===== src/rtl/mc_ctrl_pkg.sv =====
// mc_ctrl_pkg: shared encodings for the multicycle ARM controller.
// FSM state codes, ALU operation codes, instruction field constants and
// datapath mux encodings, plus small helpers that decode the DP command.
// Optional feature macro used by the controller: MC_MEM_TIMEOUT_EN.
package mc_ctrl_pkg;

    // FSM state encoding (4-bit, legacy-compatible localparam style)
    localparam logic [3:0] S_FETCH  = 4'd0;
    localparam logic [3:0] S_DECODE = 4'd1;
    localparam logic [3:0] S_MEMADR = 4'd2;
    localparam logic [3:0] S_MEMRD  = 4'd3;
    localparam logic [3:0] S_MEMWB  = 4'd4;
    localparam logic [3:0] S_MEMWR  = 4'd5;
    localparam logic [3:0] S_EXECR  = 4'd6;
    localparam logic [3:0] S_EXECI  = 4'd7;
    localparam logic [3:0] S_ALUWB  = 4'd8;
    localparam logic [3:0] S_BRANCH = 4'd9;
    localparam logic [3:0] S_FAULT  = 4'd10;

    // ALU operation codes; zero-extended to the alu_control width
    localparam logic [1:0] ALU_ADD = 2'd0;
    localparam logic [1:0] ALU_SUB = 2'd1;
    localparam logic [1:0] ALU_AND = 2'd2;
    localparam logic [1:0] ALU_ORR = 2'd3;

    // instr[27:26] opcode classes
    localparam logic [1:0] OP_DP  = 2'b00;
    localparam logic [1:0] OP_MEM = 2'b01;
    localparam logic [1:0] OP_BR  = 2'b10;

    // instr[24:21] data-processing commands
    localparam logic [3:0] CMD_AND = 4'b0000;
    localparam logic [3:0] CMD_SUB = 4'b0010;
    localparam logic [3:0] CMD_ADD = 4'b0100;
    localparam logic [3:0] CMD_CMP = 4'b1010;
    localparam logic [3:0] CMD_ORR = 4'b1100;

    // result_src encodings
    localparam logic [1:0] RES_ALUOUT = 2'b00;
    localparam logic [1:0] RES_DATA   = 2'b01;
    localparam logic [1:0] RES_ALU    = 2'b10;

    // alu_src_b encodings
    localparam logic [1:0] SRCB_RM   = 2'b00;
    localparam logic [1:0] SRCB_IMM  = 2'b01;
    localparam logic [1:0] SRCB_FOUR = 2'b10;

    // Map a DP command onto an ALU operation; unknown commands act as ADD.
    function automatic logic [1:0] dp_alu_code(input logic [3:0] cmd);
        logic [1:0] code;
        case (cmd)
            CMD_SUB, CMD_CMP: code = ALU_SUB;
            CMD_AND:          code = ALU_AND;
            CMD_ORR:          code = ALU_ORR;
            default:          code = ALU_ADD;
        endcase
        return code;
    endfunction

    // Logical commands only touch N and Z; arithmetic ones write all of NZCV.
    function automatic logic dp_is_logical(input logic [3:0] cmd);
        return (cmd == CMD_AND) || (cmd == CMD_ORR);
    endfunction

endpackage


===== src/rtl/mc_condcheck.sv =====
// mc_condcheck: ARM condition-field evaluation against NZCV.
// Purely combinational. Flag order is {N, Z, C, V}. Code 1111 is treated
// as "never" so such instructions are skipped like a failed condition.
module mc_condcheck (
    input  logic [3:0] cond_i,
    input  logic [3:0] flags_i,
    output logic       cond_ok_o
);

    logic n_f, z_f, c_f, v_f;

    assign n_f = flags_i[3];
    assign z_f = flags_i[2];
    assign c_f = flags_i[1];
    assign v_f = flags_i[0];

    // Standard ARM condition table
    always_comb begin
        cond_ok_o = 1'b0;
        case (cond_i)
            4'b0000: cond_ok_o = z_f;                       // EQ
            4'b0001: cond_ok_o = ~z_f;                      // NE
            4'b0010: cond_ok_o = c_f;                       // CS
            4'b0011: cond_ok_o = ~c_f;                      // CC
            4'b0100: cond_ok_o = n_f;                       // MI
            4'b0101: cond_ok_o = ~n_f;                      // PL
            4'b0110: cond_ok_o = v_f;                       // VS
            4'b0111: cond_ok_o = ~v_f;                      // VC
            4'b1000: cond_ok_o = c_f & ~z_f;                // HI
            4'b1001: cond_ok_o = ~c_f | z_f;                // LS
            4'b1010: cond_ok_o = (n_f == v_f);              // GE
            4'b1011: cond_ok_o = (n_f != v_f);              // LT
            4'b1100: cond_ok_o = ~z_f & (n_f == v_f);       // GT
            4'b1101: cond_ok_o = z_f | (n_f != v_f);        // LE
            4'b1110: cond_ok_o = 1'b1;                      // AL
            default: cond_ok_o = 1'b0;                      // 1111: never
        endcase
    end

endmodule


===== src/rtl/mc_controller.sv =====
// mc_controller: FSM-sequenced control for a shared-memory multicycle ARM
// datapath. Holds the FSM, the architectural NZCV register and (optionally)
// the memory wait counter.
// Memory handshake: mem_req is held high with constant address/strobes until
// the cycle in which mem_ready is sampled high; that cycle completes the
// access and the FSM advances on the following edge.
// Optional feature macro: MC_MEM_TIMEOUT_EN -- when defined, a saturating
// wait counter sends the FSM to FAULT after 2^TIMEOUT_W-1 consecutive wait
// cycles; when undefined the controller waits indefinitely and fault is 0.
// All outputs are forced to 0 combinationally while reset is high, so an
// in-flight write strobe drops in the same cycle reset is asserted.
module mc_controller
    import mc_ctrl_pkg::*;
#(
    parameter int ALU_CTRL_W = 4,
    parameter int BE_W       = 4,
    parameter int TIMEOUT_W  = 8
) (
    input  logic                     clk,
    input  logic                     reset,
    input  logic [31:0]              instr,
    input  logic [3:0]               alu_flags,
    input  logic [$clog2(BE_W)-1:0]  byte_off,
    input  logic                     mem_ready,
    output logic                     mem_req,
    output logic                     mem_write,
    output logic [BE_W-1:0]          be,
    output logic                     ir_write,
    output logic                     pc_write,
    output logic                     adr_src,
    output logic                     reg_write,
    output logic [1:0]               result_src,
    output logic                     alu_src_a,
    output logic [1:0]               alu_src_b,
    output logic [ALU_CTRL_W-1:0]    alu_control,
    output logic [1:0]               imm_src,
    output logic [1:0]               reg_src,
    output logic [3:0]               flags,
    output logic                     fault,
    output logic [3:0]               dbg_state
);

    logic [3:0] state_q, state_d;
    logic [3:0] flags_q, flags_d;
    logic [1:0] alu_code;
    logic       cond_ok;
    logic       timeout_hit;

    // Instruction fields
    logic [3:0] cond_f;
    logic [1:0] op_f;
    logic       imm_f;
    logic [3:0] cmd_f;
    logic       up_f;
    logic       byte_f;
    logic       sl_f;      // S bit for DP, L bit for memory

    assign cond_f = instr[31:28];
    assign op_f   = instr[27:26];
    assign imm_f  = instr[25];
    assign cmd_f  = instr[24:21];
    assign up_f   = instr[23];
    assign byte_f = instr[22];
    assign sl_f   = instr[20];

    // Operand/offset bits are consumed by the datapath, not the controller.
    logic unused_instr_bits;
    assign unused_instr_bits = ^instr[19:0];

    mc_condcheck u_condcheck (
        .cond_i    (cond_f),
        .flags_i   (flags_q),
        .cond_ok_o (cond_ok)
    );

`ifdef MC_MEM_TIMEOUT_EN
    localparam logic [TIMEOUT_W-1:0] WAIT_MAX = '1;

    logic [TIMEOUT_W-1:0] wait_cnt_q, wait_cnt_d;
    logic                 mem_access;
    logic                 mem_waiting;
    logic                 fault_q;

    // States that hold mem_req high; matches the FSM output decode below.
    assign mem_access  = (state_q == S_FETCH) || (state_q == S_MEMRD) ||
                         (state_q == S_MEMWR);
    assign mem_waiting = mem_access && !mem_ready;

    // Next wait count: saturating increment while stalled, clear otherwise
    always_comb begin
        wait_cnt_d = '0;
        if (mem_waiting) begin
            wait_cnt_d = (wait_cnt_q == WAIT_MAX) ? wait_cnt_q
                                                  : wait_cnt_q + TIMEOUT_W'(1);
        end
    end

    // mem_ready has priority: a completing access never counts as a timeout.
    assign timeout_hit = mem_waiting && (wait_cnt_d == WAIT_MAX);

    // Wait counter and sticky fault register
    always_ff @(posedge clk or posedge reset) begin
        if (reset) begin
            wait_cnt_q <= '0;
            fault_q    <= 1'b0;
        end else begin
            wait_cnt_q <= wait_cnt_d;
            if (timeout_hit) begin
                fault_q <= 1'b1;
            end
        end
    end

    assign fault = fault_q;
`else
    logic [TIMEOUT_W-1:0] unused_timeout_w;
    assign unused_timeout_w = '0;
    assign timeout_hit      = 1'b0;
    assign fault            = 1'b0;
`endif

    // Next state, flag update and Moore/Mealy control outputs
    always_comb begin
        state_d    = state_q;
        flags_d    = flags_q;
        alu_code   = ALU_ADD;
        mem_req    = 1'b0;
        mem_write  = 1'b0;
        be         = '0;
        ir_write   = 1'b0;
        pc_write   = 1'b0;
        adr_src    = 1'b0;
        reg_write  = 1'b0;
        result_src = RES_ALUOUT;
        alu_src_a  = 1'b0;
        alu_src_b  = SRCB_RM;
        imm_src    = 2'b00;
        reg_src    = 2'b00;

        if (!reset) begin
            imm_src = op_f;
            case (state_q)
                S_FETCH: begin
                    mem_req   = 1'b1;
                    adr_src   = 1'b0;
                    be        = '1;
                    alu_src_a = 1'b1;
                    alu_src_b = SRCB_FOUR;
                    alu_code  = ALU_ADD;
                    if (mem_ready) begin
                        ir_write   = 1'b1;
                        pc_write   = 1'b1;
                        result_src = RES_ALU;
                        state_d    = S_DECODE;
                    end
                end
                S_DECODE: begin
                    // PC+8 is formed here for use as R15 by the next state.
                    alu_src_a = 1'b1;
                    alu_src_b = SRCB_FOUR;
                    alu_code  = ALU_ADD;
                    if (!cond_ok) begin
                        state_d = S_FETCH;
                    end else begin
                        case (op_f)
                            OP_DP:   state_d = imm_f ? S_EXECI : S_EXECR;
                            OP_MEM:  state_d = S_MEMADR;
                            OP_BR:   state_d = S_BRANCH;
                            default: state_d = S_FETCH;
                        endcase
                    end
                end
                S_MEMADR: begin
                    alu_src_b = SRCB_IMM;
                    alu_code  = up_f ? ALU_ADD : ALU_SUB;
                    state_d   = sl_f ? S_MEMRD : S_MEMWR;
                end
                S_MEMRD, S_MEMWR: begin
                    mem_req = 1'b1;
                    adr_src = 1'b1;
                    be      = byte_f ? (BE_W'(1) << byte_off) : '1;
                    if (state_q == S_MEMWR) begin
                        mem_write  = 1'b1;
                        reg_src[1] = 1'b1;
                    end
                    if (mem_ready) begin
                        state_d = (state_q == S_MEMRD) ? S_MEMWB : S_FETCH;
                    end
                end
                S_MEMWB: begin
                    reg_write  = 1'b1;
                    result_src = RES_DATA;
                    state_d    = S_FETCH;
                end
                S_EXECR, S_EXECI: begin
                    alu_src_b = (state_q == S_EXECI) ? SRCB_IMM : SRCB_RM;
                    alu_code  = dp_alu_code(cmd_f);
                    if (sl_f) begin
                        if (dp_is_logical(cmd_f)) begin
                            flags_d[3:2] = alu_flags[3:2];
                        end else begin
                            flags_d = alu_flags;
                        end
                    end
                    state_d = (cmd_f == CMD_CMP) ? S_FETCH : S_ALUWB;
                end
                S_ALUWB: begin
                    reg_write  = 1'b1;
                    result_src = RES_ALUOUT;
                    state_d    = S_FETCH;
                end
                S_BRANCH: begin
                    reg_src[0] = 1'b1;
                    alu_src_b  = SRCB_IMM;
                    alu_code   = ALU_ADD;
                    result_src = RES_ALU;
                    pc_write   = 1'b1;
                    state_d    = S_FETCH;
                end
                S_FAULT: begin
                    state_d = S_FAULT;
                end
                default: begin
                    state_d = S_FETCH;
                end
            endcase

            if (timeout_hit) begin
                state_d = S_FAULT;
            end
        end
    end

    assign alu_control = reset ? '0 : ALU_CTRL_W'(alu_code);

    // FSM state and architectural flag register
    always_ff @(posedge clk or posedge reset) begin
        if (reset) begin
            state_q <= S_FETCH;
            flags_q <= 4'b0000;
        end else begin
            state_q <= state_d;
            flags_q <= flags_d;
        end
    end

    assign flags     = flags_q;
    assign dbg_state = state_q;

endmodule


===== config.mk =====
export PLATFORM = sky130hd
export DESIGN_NAME = mc_controller
export DESIGN_NICKNAME = d
export VERILOG_FILES = /design/src/rtl/mc_ctrl_pkg.sv /design/src/rtl/mc_condcheck.sv /design/src/rtl/mc_controller.sv
export SDC_FILE = /design/constraint.sdc
export NUM_CORES = 1
export LEC_CHECK = 0
export CAP_MARGIN = 0
export CORE_MARGIN = 3
export CORE_UTILIZATION = 34
export DETAILED_ROUTE_END_ITERATION = 8
export PLACE_DENSITY = 0.83
export SETUP_SLACK_MARGIN = 0.15
export SKIP_LAST_GASP = 1
export SYNTH_ARGS = -nofsm -noshare
export SYNTH_HDL_FRONTEND = slang
export SYNTH_SLANG_ARGS = --single-unit

===== constraint.sdc =====
create_clock -name clk -period 1.89 [get_ports clk]
set_input_delay 0.2835 -clock clk [delete_from_list [all_inputs] [get_ports clk]]
set_output_delay 0.2835 -clock clk [all_outputs]
set_load 0.01 [all_outputs]

Yosys cells after proc, flatten, opt, wreduce, memory -nomap -nowiden

Index checks and enable logic that the tools add are counted.

Register bits after elaboration: 8
Bits of input ports: 41
Output and inout port bits: 32
Logic and storage cells: 104

Equality and inequality tests: 33
Shifts and indexed selects: 1
Muxes and demuxes: 42
Bitwise logic cells: 10
Reduce and logical (&&, ||, !) cells: 15

Operators with widths:

| cell                                                | number |
|---|---|
| equality test 4 bit, second input constant          | 12 |
| equality test 4 x 3 -> 1 bit, second input constant | 8 |
| two-way mux 4 bit                                   | 6 |
| case mux 4 bit (6 select lines)                     | 1 |
| equality test 4 x 2 -> 1 bit, second input constant | 5 |
| two-way mux 1 bit                                   | 19 |
| case mux 2 bit (3 select lines)                     | 3 |
| case mux 1 bit (15 select lines)                    | 1 |
| logical NOT 4 bit                                   | 3 |
| two-way mux 2 bit                                   | 6 |
| case mux 4 bit (3 select lines)                     | 1 |
| OR reduction 2 bit                                  | 6 |
| equality test 4 x 1 -> 1 bit, second input constant | 2 |
| case mux 4 bit (2 select lines)                     | 1 |
| two-way mux 3 bit                                   | 2 |
| NOT 1 bit                                           | 6 |
| AND reduction 3 bit                                 | 2 |
| != test 2 bit, second input constant                | 2 |
| case mux 2 bit (2 select lines)                     | 1 |
| AND reduction 4 bit                                 | 1 |
| << shifter 1 x 2 -> 4 bit, first input constant     | 1 |
| OR reduction 3 bit                                  | 1 |
| AND 1 bit                                           | 2 |
| equality test 2 x 1 -> 1 bit, second input constant | 1 |
| other kinds (7)                                     | 8 |

Longest topological paths before layout

Gate-level depths: netlist (run 1).

Depth after elaboration: 5
Mapped depth: 6
Depth with buffers taken out: 5

Cells and area by module

From an unflattened synthesis (run 1), not the netlist that was laid out.

Cells, all modules: 126
Area, all modules: 985.9 µm²

Modules (own cells, without submodules):

| module        | instances | cells an instance | area an instance (µm²) | sequential area each (µm²) |
|---|---|---|---|---|
| mc_controller | 1         | 98                | 792.0                  | 200.2 |
| mc_condcheck  | 1         | 28                | 193.9                  | 0.0 |

Worst setup path before layout (run 1)

OpenSTA, ideal clock, no wires.

Path type: register -> output
From: register state_q[3] (netlist: dbg_state[3])
To: output port pc_write
Data arrival time: 1,385 ps
Required time: 1,607 ps
Setup slack: 222 ps
Stages on the path, launching flop included: 5
Buffers on the path: 1
Cells stage by stage: dfrtp_1 clkbuf_1 nand3b_1 nor3_1 or2_1

Word-level cells in the longest chain between the ends: 3
Elaborated cells on any way between the ends: 4
Those cells by class: eq/ne (1); mux (2); reduce/logical (1)

RTL lines:

| item                                                     | line                 | source |
|---|---|---|
| from (decl)                                              | mc_controller.sv:43  | `logic [3:0] state_q, state_d;` |
| from (signal assigned)                                   | mc_controller.sv:242 | `state_q <= state_d;` |
| equality test 4 bit or logical NOT 4 bit (tied branches) | mc_controller.sv:142 | `case (state_q)` |
| case mux 1 bit (2 select lines) *                        | mc_controller.sv:142 |  |
| two-way mux 1 bit *                                      | mc_controller.sv:140 | `if (!reset) begin` |
| to (decl)                                                | mc_controller.sv:29  | `output logic pc_write,` |

Every way passes the cells marked *; elsewhere a longest branch is shown, timed or not.

Worst setup path after layout (run 1)

From: register state_q[2] (netlist: dbg_state[2])
To: output port be[3]

Word-level cells in the longest chain between the ends: 4
Elaborated cells on any way between the ends: 6
Those cells by class: eq/ne (2); mux (2); reduce/logical (2)

RTL lines:

| item                                                                         | line                 | source |
|---|---|---|
| equality test 4 x 3 -> 1 bit or equality test 4 x 2 -> 1 bit (tied branches) | mc_controller.sv:142 |  |
| OR reduction 2 bit                                                           | mc_controller.sv:142 |  |
| case mux 4 bit (2 select lines) *                                            | mc_controller.sv:142 |  |
| two-way mux 4 bit *                                                          | mc_controller.sv:140 |  |
| to (decl)                                                                    | mc_controller.sv:27  | `output logic [BE_W-1:0] be,` |

Marked as above.

==> metrics.csv, run 1 <==
metric,value,unit
min_period,1.90,ns
grt.total_usage,23.0,%
arrival,1.61,ns
fmax,527,MHz
cts.clk_slew.worst_paths,0.06,ns
post-route-period-util,100,%
grt_max_degree,12,
coreArea,2590,um^2
yosys.area.top_type_share,20.7,%
wl_per_cell,17.5,um
highest_layer,met4,
synth_enable_flop_cells,0,
std_cell_rows,18,
grt_pass1_vias,1346,
outcome,"finished, violations left",
dp_hpwl,2810,um
p_total,2.30,mW
fp.dieH,59.3,um
final_nets,244,
num_vias,1299,
grt_setup_unrepaired,yes,
routed-wl-met3,223,um
setup_viol,1,
overflow,0,
violations,setup timing,
hold_ws,0.488,ns
drv_cap,0,
clock_sinks,8,
start_util,37.3,%
antenna_found_initial,0,
finalHoldViolations,0,
synthCells,124,
fp.dieW,59.3,um
dr_wl_met2,2210,um
place_area,1650,um^2
h-tree-depth,1,
synthesis.area,967,um^2
ioPinCount,73,
synth.area.top_cells,"dfrtp_1 (21%), mux2i_1 (4.1%), xor2_1 (3.6%), nand2_1 (3.5%), buf_4 (3.1%)",
netlist.top_cell.by_area,dfrtp_1,
synth.distinct_cells,46,
hold_depth,5,
p_leak,0.870,nW
fin_cells,231,
cts_tree,built,
dr.pass1.iters,4,
grt_pass1_wl,6240,um
syn2layout_area_growth,89.3,%
met1Wirelength,1570,um
clock_latency,0.26,ns
place_inst,222,
r2r_cells,5,
max-vdd-ir-drop,819,uV
power_density,1260,nW/um^2
clockRootBuffer,clkbuf_4,
yosysSeqAreaShare,20.7,%
postLayoutCellArea,1830,um^2
dieArea,3520,um^2
portBuffers,49,
globalplace.congestion,0.905,
final_core_util,70.7,%
post-route-worst-setup-slack,-0.00801,ns
finalClockSkew,0.00642,ns
hold_class,in2reg,
worst_setup_path_end_kind,output port,
viasPerCell,5.62,
ys_async_sr_fraction,100,%
final_antenna_net_count,0,
cts_buffers,3,
diodes,0,
layout-drive-gt1-share,44.3,%
routed_wl,4040,um
crit_type,reg2out,
clk_path_buf_depth,2,
path_max_fanout,5,
synth_flop_cell,dfrtp_1,
cp-start-kind,register,
slew_violations,0,
drc,0,
ys_warn_count,0,
avgSynthCellArea,7.80,um^2
drt_iter0_drc,92,
synth_seq_cells,8,
worstPathRequired,1.61,ns
==> stage by stage <==
stage	worst slack (ns)	setup TNS, ns
finish	-0.00801	-0.00801
floorplan	0.222	0
detailed placement	-0.484	-4.68
global placement	-0.428	-3.66
global route	-0.0236	-0.0442
CTS	0.0481	0
==> registers in the layout (all words and copies together), names as in the netlist <==
register,flops
dbg_state,4
flags,4
==> metal layers <==
layer | vias up | GRT usage (%)
li1 | 602 | -
met4 | 0 | 9.71
met2 | 44 | 41.2
met1 | 649 | 25.5
met5 | - | 0
met3 | 4 | 5.66
==> synth_stat cells, types with 3 or more instances <==
library cell,count
a21oi_1,5
and3_1,4
buf_2,3
buf_4,4
clkbuf_1,3
dfrtp_1,8
inv_1,8
mux2i_1,4
nand2_1,9
nand2b_1,4
nand3b_1,4
nor2_1,8
nor3_1,5
nor4_1,3
o21ai_0,4
o21ai_2,3
xor2_1,4
==> kinds of logic after synthesis <==
kind of cell / Yosys count / synth area share, %
xor gates and xnor gates: 6 / 5.43
buffers and inverters: 20 / 10.5
and+or+nand+nor: 56 / 35.3
AOI/OAI and AO/OA: 25 / 18.9
other: 1 / 0.388
muxes: 8 / 8.80
DFF: 8 / 20.7
==> path summary, 6_finish.rpt <==
check	slack, ns	startpoint	endpoint
setup / recovery	-0.008	dbg_state[2]$_DFFE_PP0P_	be[3]
hold / removal	0.49	instr[21]	dbg_state[3]$_DFFE_PP0P_
setup reg to reg	0.19	flags[0]$_DFFE_PP0P_	dbg_state[0]$_DFFE_PP0P_
hold reg to reg	0.62	flags[2]$_DFFE_PP0P_	flags[2]$_DFFE_PP0P_
max in group asynchronous	1.21	reset	dbg_state[0]$_DFFE_PP0P_
min in group asynchronous	0.53	reset	dbg_state[3]$_DFFE_PP0P_
==> critical path, stage by stage (launching register included) <==
cell,delay [ns]
dfrtp_2,0.44
o41a_1,0.46
buf_6,0.14
a21oi_2,0.14
buf_2,0.17
==> final cells by class <==
class	instances	area, um^2
fillers	193	759
flip-flops and latches	8	204
repair buffers	84	718
multi-input cells	98	818
inverters	8	30.0
clock buffers	3	22.5
well taps	30	37.5
==> power by group <==
part / internal, mW / switching (mW)
sequential: 0.244 / 0.133
clock: 0.0730 / 0.0627
combinational: 0.941 / 0.848
total: 1.26 / 1.04
==> placed cells by master (no fill, tap or decap), types with 3 or more instances in the layout <==
master	instances
buf_4	24
clkdlybuf4s50_1	20
buf_2	15
buf_6	12
inv_1	8
nand2_1	7
nor2_1	5
dfrtp_1	5
dlygate4sd2_1	5
xor2_1	4
nand3b_1	4
o21ai_0	4
mux2i_1	4
nand2b_1	3
o21ai_2	3
a21oi_2	3
nor3_1	3
conb_1	3
clkbuf_4	3
dfrtp_2	3
dlymetal6s2s_1	3
==> timing repair <==
action                                  in CTS  in global routing
setup buffers                                1                  5
hold buffers                                 0                  0
endpoints found under the setup margin      28                 30
gates cloned                                 0                  0
gates resized for setup                    109                 25
pin swaps                                   10                 16
Power figures use the tool's default switching activity.
==> run 2, diff against run 1 <==
Settings changed: CORE_UTILIZATION 34 to 35, CTS_BUF_LIST set to sky130_fd_sc_hd__clkbuf_8, PLACE_DENSITY 0.83 to 0.85.
==> metrics.csv, run 2 (synthesized netlist as in run 1, its figures left out) <==
metric,value,unit,change
num_vias,1349,,+3.8%
clockRootBuffer,clkbuf_8,,
final_nets,251,,+2.9%
worstPathRequired,1.61,ns,about the same
cts_buffers,3,,unchanged
post-place-ws,-0.465,ns,+0.0188 ns
fin_cells,238,,+3.0%
dr.pass1.iters,4,,unchanged
fill_cells,188,,-2.6%
finalHoldViolations,0,,unchanged
portBuffers,49,,unchanged
ioPinCount,73,,unchanged
grt.total_usage,24.0,%,+0.96 points
max-vdd-ir-drop,949,uV,+16%
p_total,2.45,mW,+6.5%
post-route-worst-setup-slack,-0.00617,ns,+0.00183 ns
final_cell_mix,"buf_4 (29), clkdlybuf4s50_1 (20), buf_6 (16), buf_2 (14), inv_1 (8)",,
cp-start-kind,register,,
path_max_fanout,3,,-2
cts.clk_slew.worst_paths,0.04,ns,-0.02 ns
met1Wirelength,1570,um,-0.44%
post-route-period-util,100,%,about the same
arrival,1.61,ns,about the same
fmax,527,MHz,about the same
violations,setup timing,,
final_core_util,74.3,%,+3.7 points
highest_layer,met4,,
fin_setup_tns,-0.00617,ns,+0.00183 ns
finalClockSkew,0.00243,ns,-0.00400 ns
p_leak,0.904,nW,+3.9%
clock_sinks,8,,unchanged
routed_wl,4280,um,+6.0%
drc,0,,unchanged
dr_wl_met2,2350,um,+6.6%
grt_pass1_wl,6420,um,+2.9%
cts_tree,built,,
clock_latency,0.23,ns,-0.03 ns
std_cell_rows,18,,unchanged
worst_setup_path_end_kind,output port,,
power_density,1300,nW/um^2,+3.1%
viasPerCell,5.67,,+0.79%
coreArea,2540,um^2,-1.7%
globalplace.congestion,0.916,,+1.2%
outcome,"finished, violations left",,
diodes,0,,unchanged
setup_viol,1,,unchanged
dp_hpwl,2700,um,-3.6%
final_common_cell,buf_4,,
clk_path_buf_depth,2,,unchanged
fp.dieH,58.6,um,-1.3%
hold_class,in2async,,
syn2layout_area_growth,95.6,%,
grt_max_degree,10,,-2
grt_setup_unrepaired,yes,,
min_period,1.90,ns,-0.00183 ns
overflow,0,,unchanged
fp.dieW,58.6,um,-1.3%
layout-drive-gt1-share,46.6,%,+2.4 points
antenna_found_initial,0,,unchanged
drv_cap,0,,unchanged
final_antenna_net_count,0,,unchanged
routed-wl-met3,230,um,+3.1%
wl_per_cell,18.0,um,+2.9%
crit_type,reg2out,,
dieArea,3430,um^2,-2.6%
slew_violations,0,,unchanged
place_inst,222,,unchanged
drt_iter0_drc,75,,-18%
start_util,38.0,%,+0.66 points
grt_pass1_vias,1349,,+0.22%
h-tree-depth,1,,unchanged
-- run 2: changes by cell type in the layout (fill, tap and decap cells not counted), moves of 2 or more --
| cell | before | now |
|---|---|---|
| buf_4 | 24 | 29 |
| buf_6 | 12 | 16 |
| clkbuf_4 | 3 | 0 |
| clkbuf_8 | 0 | 3 |
| xnor2_1 | 0 | 2 |
| xnor2_2 | 2 | 0 |
-- run 2: report_power, final --
group          switching, mW  internal [mW]
Sequential             0.112          0.245
Clock                 0.0708          0.138
Combinational          0.881           1.00
-- run 2: final cells by class --
class / instances / area (um^2) / area share (%)
multi-input combinational: 98 / 805 / 42.5
timing repair buffer: 91 / 774 / 40.9
sequential: 8 / 204 / 10.8
clock buffer: 3 / 41.3 / 2.18
tap: 30 / 37.5 / 1.98
inverter: 8 / 30.0 / 1.59
-- run 2: final timing paths --
kind / slack (ns) / depth (start not counted) / end / from
min in group clk: 0.58 / 5 / dbg_state[3]$_DFFE_PP0P_ / instr[21]
hold reg to reg: 0.62 / 1 / flags[2]$_DFFE_PP0P_ / flags[2]$_DFFE_PP0P_
setup / recovery: -0.006 / 5 / be[2] / dbg_state[2]$_DFFE_PP0P_
hold / removal: 0.54 / 4 / flags[2]$_DFFE_PP0P_ / reset
setup reg to reg: 0.18 / 7 / dbg_state[1]$_DFFE_PP0P_ / dbg_state[1]$_DFFE_PP0P_
max in group asynchronous: 1.20 / 4 / dbg_state[1]$_DFFE_PP0P_ / reset
-- run 2: layer usage --
layer	vias up	track usage [%]
met5	-	0
met4	0	6.62
met3	12	4.17
met2	57	45.5
met1	665	27.0
li1	615	-
-- run 2: critical path, cell delays in order, from the launching register on --
cell and delay (ns):
dfrtp_2 0.41, o41a_1 0.44, buf_4 0.15, buf_6 0.12
a21oi_2 0.12, buf_2 0.14
-- run 2: what timing repair did --
item                       4_1_cts  5_1_grt
gates resized for setup        101       36
pin swaps                        7       13
buffers inserted                 8        5
setup endpoints to repair       29       27
hold buffers                     0        0
-- run 2: metrics by stage --
stage,hold WS (ns),area [um^2]
after CTS,0.507,1760
after floorplan,0.315,975
final,0.541,1890
after global placement,0.584,1650
after global routing,0.559,1890
after detailed placement,0.583,1650
